==> src/rtl/pri_sel_comb_blk_pkg.sv <==
// ---------------------------------------------------------------------------
// pri_sel_pkg
// Shared constants and helpers for the pSLIP priority selector slice.
//   N_DEF / P_DEF : default input count and number of priority levels
//   W_DEF         : width of one priority value for the default P
//   pri_t         : priority value type for the default P
//   cyc_inc()     : cyclic index increment, (idx + 1) mod n
// ---------------------------------------------------------------------------
package pri_sel_pkg;

    localparam int N_DEF = 4;
    localparam int P_DEF = 16;
    localparam int W_DEF = $clog2(P_DEF);

    typedef logic [W_DEF-1:0] pri_t;

    // Next index after idx in a ring of n slots; the last slot wraps to 0.
    function automatic int cyc_inc(input int idx, input int n);
        return (idx + 1 >= n) ? 0 : idx + 1;
    endfunction

endpackage

==> src/rtl/pri_sel_comb_blk_if.sv <==
// ---------------------------------------------------------------------------
// pri_sel_comb_blk_if
// Bundles the selector's data path: per-input priorities in, and the
// maximum value plus one-hot grant out.
//   in[0:N-1] : per-input priority value, 0 means "no request"
//   out       : maximum priority value, 0 when nothing requests
//   req_out   : one-hot grant naming the winning input
// Modports:
//   master : request-priority logic side (drives in, observes results)
//   slave  : selector side (reads in, drives out/req_out)
// ---------------------------------------------------------------------------
interface pri_sel_comb_blk_if
    import pri_sel_pkg::*;
#(
    parameter int N = N_DEF,
    parameter int W = W_DEF
);

    logic [W-1:0] in [0:N-1];
    logic [W-1:0] out;
    logic [N-1:0] req_out;

    modport master (output in, input out, input req_out);
    modport slave  (input in, output out, output req_out);

endinterface

==> src/rtl/pri_sel_comb_blk_rr_tie_arb.sv <==
// ---------------------------------------------------------------------------
// rr_tie_arb
// Round-robin tie breaker. Among the candidate inputs (those holding the
// current maximum) picks the first one found searching cyclically from ptr.
// Ports:
//   cand    : N-bit candidate mask, bit i set when input i holds the maximum
//   ptr     : search start index
//   grant   : one-hot grant, all-zero when no candidate is set
//   win_idx : index of the granted input (0 when nothing is granted)
// ---------------------------------------------------------------------------
module rr_tie_arb #(
    parameter int N = 4
) (
    input  logic [N-1:0]         cand,
    input  logic [$clog2(N)-1:0] ptr,
    output logic [N-1:0]         grant,
    output logic [$clog2(N)-1:0] win_idx
);

    localparam int PW = $clog2(N);
    localparam logic [PW:0] N_W = (PW+1)'(N);

    logic          found;
    logic [PW:0]   pos;

    // Walk the ring starting at ptr; one extra bit on pos lets the
    // sum ptr+k exceed N-1 before it is folded back into range.
    always_comb begin
        grant   = '0;
        win_idx = '0;
        found   = 1'b0;
        pos     = '0;
        for (int k = 0; k < N; k++) begin
            pos = {1'b0, ptr} + (PW+1)'(k);
            if (pos >= N_W) begin
                pos = pos - N_W;
            end
            if (!found && cand[pos[PW-1:0]]) begin
                found                = 1'b1;
                grant[pos[PW-1:0]]   = 1'b1;
                win_idx              = pos[PW-1:0];
            end
        end
    end

endmodule

==> src/rtl/pri_sel_comb_blk.sv <==
// ---------------------------------------------------------------------------
// pri_sel_comb_blk
// Priority selector for the pSLIP scheduler. Reports the largest priority
// among N inputs and a one-hot grant for the winner; ties are broken by a
// round-robin pointer that moves just past each granted input.
// Ports:
//   clk   : system clock, pointer updates on the rising edge
//   reset : synchronous active-high reset, returns the pointer to 0
//   bus   : slave side of pri_sel_comb_blk_if (in[] / out / req_out)
// Build option:
//   PRI_SEL_REG_OUT_EN : when defined, out/req_out are registered (one cycle
//                        of latency, reset to 0); the pointer still follows
//                        the pre-register grant. Undefined: outputs are
//                        purely combinational from in[] and the pointer.
// ---------------------------------------------------------------------------
module pri_sel_comb_blk
    import pri_sel_pkg::*;
#(
    parameter int N = N_DEF,
    parameter int P = P_DEF
) (
    input  logic                    clk,
    input  logic                    reset,
    pri_sel_comb_blk_if.slave       bus
);

    localparam int W  = $clog2(P);
    localparam int PW = $clog2(N);

    logic [W-1:0]  max_v;
    logic [N-1:0]  cand;
    logic [N-1:0]  grant;
    logic [PW-1:0] win_idx;
    logic [PW-1:0] ptr;

    // Unsigned maximum over all inputs; stays 0 when nobody requests.
    always_comb begin
        max_v = '0;
        for (int i = 0; i < N; i++) begin
            if (bus.in[i] > max_v) begin
                max_v = bus.in[i];
            end
        end
    end

    // Inputs tied at the maximum. A zero maximum is not a request, so the
    // mask is cleared and the arbiter grants nothing.
    always_comb begin
        cand = '0;
        for (int i = 0; i < N; i++) begin
            cand[i] = (bus.in[i] == max_v) && (max_v != '0);
        end
    end

    rr_tie_arb #(.N(N)) u_arb (
        .cand    (cand),
        .ptr     (ptr),
        .grant   (grant),
        .win_idx (win_idx)
    );

    // Tie-break pointer: moves to the slot after the winner whenever a grant
    // is issued, so equal requesters take turns; holds when idle.
    always_ff @(posedge clk) begin
        if (reset) begin
            ptr <= '0;
        end else if (grant != '0) begin
            ptr <= PW'(cyc_inc(int'(win_idx), N));
        end
    end

`ifdef PRI_SEL_REG_OUT_EN
    // Registered outputs for timing closure in the grant/accept path.
    always_ff @(posedge clk) begin
        if (reset) begin
            bus.out     <= '0;
            bus.req_out <= '0;
        end else begin
            bus.out     <= max_v;
            bus.req_out <= grant;
        end
    end
`else
    assign bus.out     = max_v;
    assign bus.req_out = grant;
`endif

endmodule

==> src/flat_wrapper.sv <==
// flat-port wrapper written by rule: the top's interface ports become plain ports
module pri_sel_comb_blk_flat import pri_sel_pkg::*;
#(
    parameter int N = N_DEF,
    parameter int P = P_DEF
)
  (clk, reset, bus_in, bus_out, bus_req_out);
  pri_sel_comb_blk_if #(.N(N), .W(4)) bus_i ();
  input  logic clk;
  input  logic reset;
  input wire logic [$bits(bus_i.in)-1:0] bus_in;
  output wire logic [$bits(bus_i.out)-1:0] bus_out;
  output wire logic [$bits(bus_i.req_out)-1:0] bus_req_out;
  assign bus_i.in = {>>{bus_in}};
  assign bus_out = bus_i.out;
  assign bus_req_out = bus_i.req_out;
  pri_sel_comb_blk #(.N(N), .P(P)) u_core (.clk(clk), .reset(reset), .bus(bus_i));
endmodule
==> config.mk <==
export PLATFORM = sky130hd
export DESIGN_NAME = pri_sel_comb_blk_flat
export DESIGN_NICKNAME = d
export VERILOG_FILES = /design/src/rtl/pri_sel_comb_blk_pkg.sv /design/src/rtl/pri_sel_comb_blk_if.sv /design/src/rtl/pri_sel_comb_blk_rr_tie_arb.sv /design/src/rtl/pri_sel_comb_blk.sv /design/src/flat_wrapper.sv
export SDC_FILE = /design/constraint.sdc
export NUM_CORES = 1
export LEC_CHECK = 0
export BUFFER_PORTS_ARGS = -buffer_cell sky130_fd_sc_hd__buf_2
export CORE_UTILIZATION = 60
export CTS_BUF_LIST = sky130_fd_sc_hd__clkbuf_4
export DETAILED_ROUTE_END_ITERATION = 7
export PLACE_DENSITY_LB_ADDON = 0.12
export SLEW_MARGIN = 25
export SYNTH_ARGS = -nofsm -noshare
export SYNTH_HDL_FRONTEND = slang
export SYNTH_SLANG_ARGS = --single-unit
==> constraint.sdc <==
create_clock -name clk -period 19.6 [get_ports clk]
set_input_delay 0 -clock clk [delete_from_list [all_inputs] [get_ports clk]]
set_output_delay 0 -clock clk [all_outputs]
set_load 0.1 [all_outputs]
==> results.md <==
- N_diodes: 0
- Clk network pwr share: 3.0%
- Syn avg cell area: 7.60 µm²
- Routed wire length: 4990 µm
- CP peak stage delay: 720 ps
- Status: finished, violations left
- Via count: 2063
- Cell taking the most area after synthesis: ha_1
- Pin count of the biggest net entering global routing: 14
- CP Class: primary input to output pin
- Die Area: 3360 µm²
- Static Leak: 0.819 nW
- Tmin final: 7650 ps
- Yosys warning count: 0
- Commonest non-fill, non-tap cell in the layout: buf_2
- Net switching power: 0.000216 W
- CP endpoint kind: output pin
- Bufs and invs on worst path: 4
- DP HPWL: 3950 µm
- Row cnt: 19
- TritonCTS Sinks: 2
- Reg power frac: 3.7%
- Post-Layout Cell Count: 299
- CTS HTree Levels: 1
- Cell-internal power: 0.000100 W
- Routability Congestion: 0.906
- Clk slew on worst S/H paths: 30 ps
- RSZ-0062 raised after global routing: false
- Sw frac: 68.3%
- Register area share after synthesis: 2.13%
- DIE HEIGHT: 57.9 µm
- Power Dens Cells: 157 nW/µm²
- Post-synth EDFFs: 0
- CTS resizes: 0
- Power share of the combinational group: 93.2%
- Worst EP arrival: 7650 ps
- Worst Skew: 3.27 ps
- Area Overhead vs Synth: 7.13%
- Drt via density: 6.90
- Max Cap Violations: 0
- # Post-CTS Setup Buffers: 0
- Initial Utilization: 65.8%
- Nets@finish: 300
- Cells after DPL: 295
- Hold Fails Final Rpt: 0
- Maximum clock insertion buffer count: 2
- Share of layout cells above drive strength 1: 22.4%
- Synth Instances: 247
- Root Buffer: clkbuf_4
- Peak VDD IR: 0.178 mV
- Netlist Area Pre-Place: 1880 µm²
- Number of I/O pins: 26
- Largest register FFs: 2
- Routed length per instance: 16.7 µm
- ANT nets after route: 0
- Final slew viol count: 0
- Top cell type's share of synthesized area: 8.00%
- First-pass GRT wire length: 8540 µm
- Failing checks: design-rule violations
- Top post-synthesis cells by area: ha_1, inv_1, xnor2_1
- Setup violators final: 0
- CTS tree: yes
- Syn_nets: 277
- Latest clock arrival within the worst-skew pair: 240 ps
- Startpoint types: primary input
- Reg with most FFs: u_core.ptr
- CP most frequent cell: ha_1
- Ys flop type: dfxtp_1
- Core Box Area: 2850 µm²
- Post-synth cell types: 85
- FF+latch count, synth: 2
- Slew Limit Headroom: 44.4%
- Worst Path Required: 19600 ps
- Worst Path Max Fanout: 11
- Highest clock rate: 0.131 GHz
- Final period util: 39.0%
- First-pass iteration count of the detailed router: 6
- Port bufs: 25
- Worst-Margin Slew: 832 ps
- GRT Total Usage: 32.5%
- Vias in the first global route: 1815
- Share of flip-flops with an asynchronous set or reset: 0%
- Die width: 57.9 µm
- Number of DRC markers in iteration 0: 156
- Cell family with most CP delay: compound AO/OA/AOI/OAI gates
- Commonest cells after routing, fill and taps aside: buf_2, inv_1, nand2_1, nor2_1, ha_1
- CTS buffer count: 3
- Fin Setup TNS: 0 ps
- Top flop regs: u_core.ptr x2
- DR DRC count: 2
- Crit-path slowest cell: o41ai_1
- Initial antenna violation count: 0
- Hold Crit Class: primary input to register
- GRT overflow: 0
[power by group through the flow]
| stage | clock [W] | combinational (W) | sequential [W] |
|---|---|---|---|
| finish | 0.00000962 | 0.000295 | 0.0000118 |
| global route | 0.0000107 | 0.000314 | 0.0000125 |
| CTS | 0.00000993 | 0.000290 | 0.0000117 |
| detailed placement | 0 | 0.000289 | 0.0000116 |
| global placement | 0 | 0.000289 | 0.0000119 |
| floorplan | 0 | 0.000254 | 0.00000787 |
[routing by layer]
metal / track usage (%) / vias to the layer above / wire length, µm
met2: 44.2 / 98 / 1980
met4: 7.82 / 0 / 29
met5: 0 / - / 0
met3: 4.24 / 4 / 456
met1: 52.5 / 928 / 2520
li1: - / 1033 / -
[cell usage after synthesis (5+ instances only)]
cell type	instances
o221ai_1	5
ha_1	12
o211ai_1	6
or2_2	5
nand2_1	17
a21oi_1	11
nor2_1	17
nor4_1	5
mux2i_1	5
inv_1	22
nor3_1	5
a211oi_1	6
xnor2_1	9
[kinds of logic (layout without fill, tap and decap cells)]
| kind of cell | after synthesis | after routing | share of synthesized area, % |
|---|---|---|---|
| AOI/OAI and AO/OA | 96 | 96 | 44.0 |
| and+or+nand+nor | 87 | 87 | 26.7 |
| buffers and inverters | 30 | 51 | 7.73 |
| adders and majority gates | 12 | 12 | 8.00 |
| xor gates and xnor gates | 12 | 12 | 6.40 |
| muxes | 8 | 8 | 5.07 |
| DFF | 2 | 2 | 2.13 |
[stage by stage]
step	util, %	power (W)	cell area (µm²)	hold WS (ps)	setup slack (ps)
floorplan	-	0.000262	1880	72.1	12360
global route	70.5	0.000338	2010	507	11380
CTS	70.5	0.000312	2010	476	12060
global placement	69.3	0.000301	1980	180	12040
finish	70.5	0.000316	2010	487	11950
detailed placement	69.3	0.000300	1980	184	12010
[layout make-up]
type | count | area (µm²)
Multi-Input combinational cell | 215 | 1690
Fill cell | 248 | 842
Timing Repair Buffer | 26 | 135
Inverter | 22 | 82.6
Sequential cell | 2 | 40.0
Tap cell | 31 | 38.8
Clock buffer | 3 | 22.5
[final timing paths]
path | from | endpoint | slack [ps] | depth (start not counted)
worst max-delay path | bus_in[13] | bus_req_out[3] | 11950 | 26
worst min-delay path | reset | u_core.ptr[0] | 490 | 3
worst max register to register | u_core.ptr[0] | u_core.ptr[1] | 16230 | 9
worst min register to register | u_core.ptr[0] | u_core.ptr[0] | 760 | 2
[worst reg2reg max path: stages (launching register included)]
cell,delay [ps]
dfxtp_1,580
inv_1,270
ha_1,430
nor2_1,210
nor4b_2,490
or3_1,300
o211ai_1,180
a221oi_2,450
a32oi_1,150
nor4_1,230
[what timing repair did]
item | in CTS | in global routing
hold endpoints to repair | 2 | 0
hold buffers | 1 | 0
setup endpoints to repair | 0 | 0
Note: power is estimated with default switching activity, not from simulation.
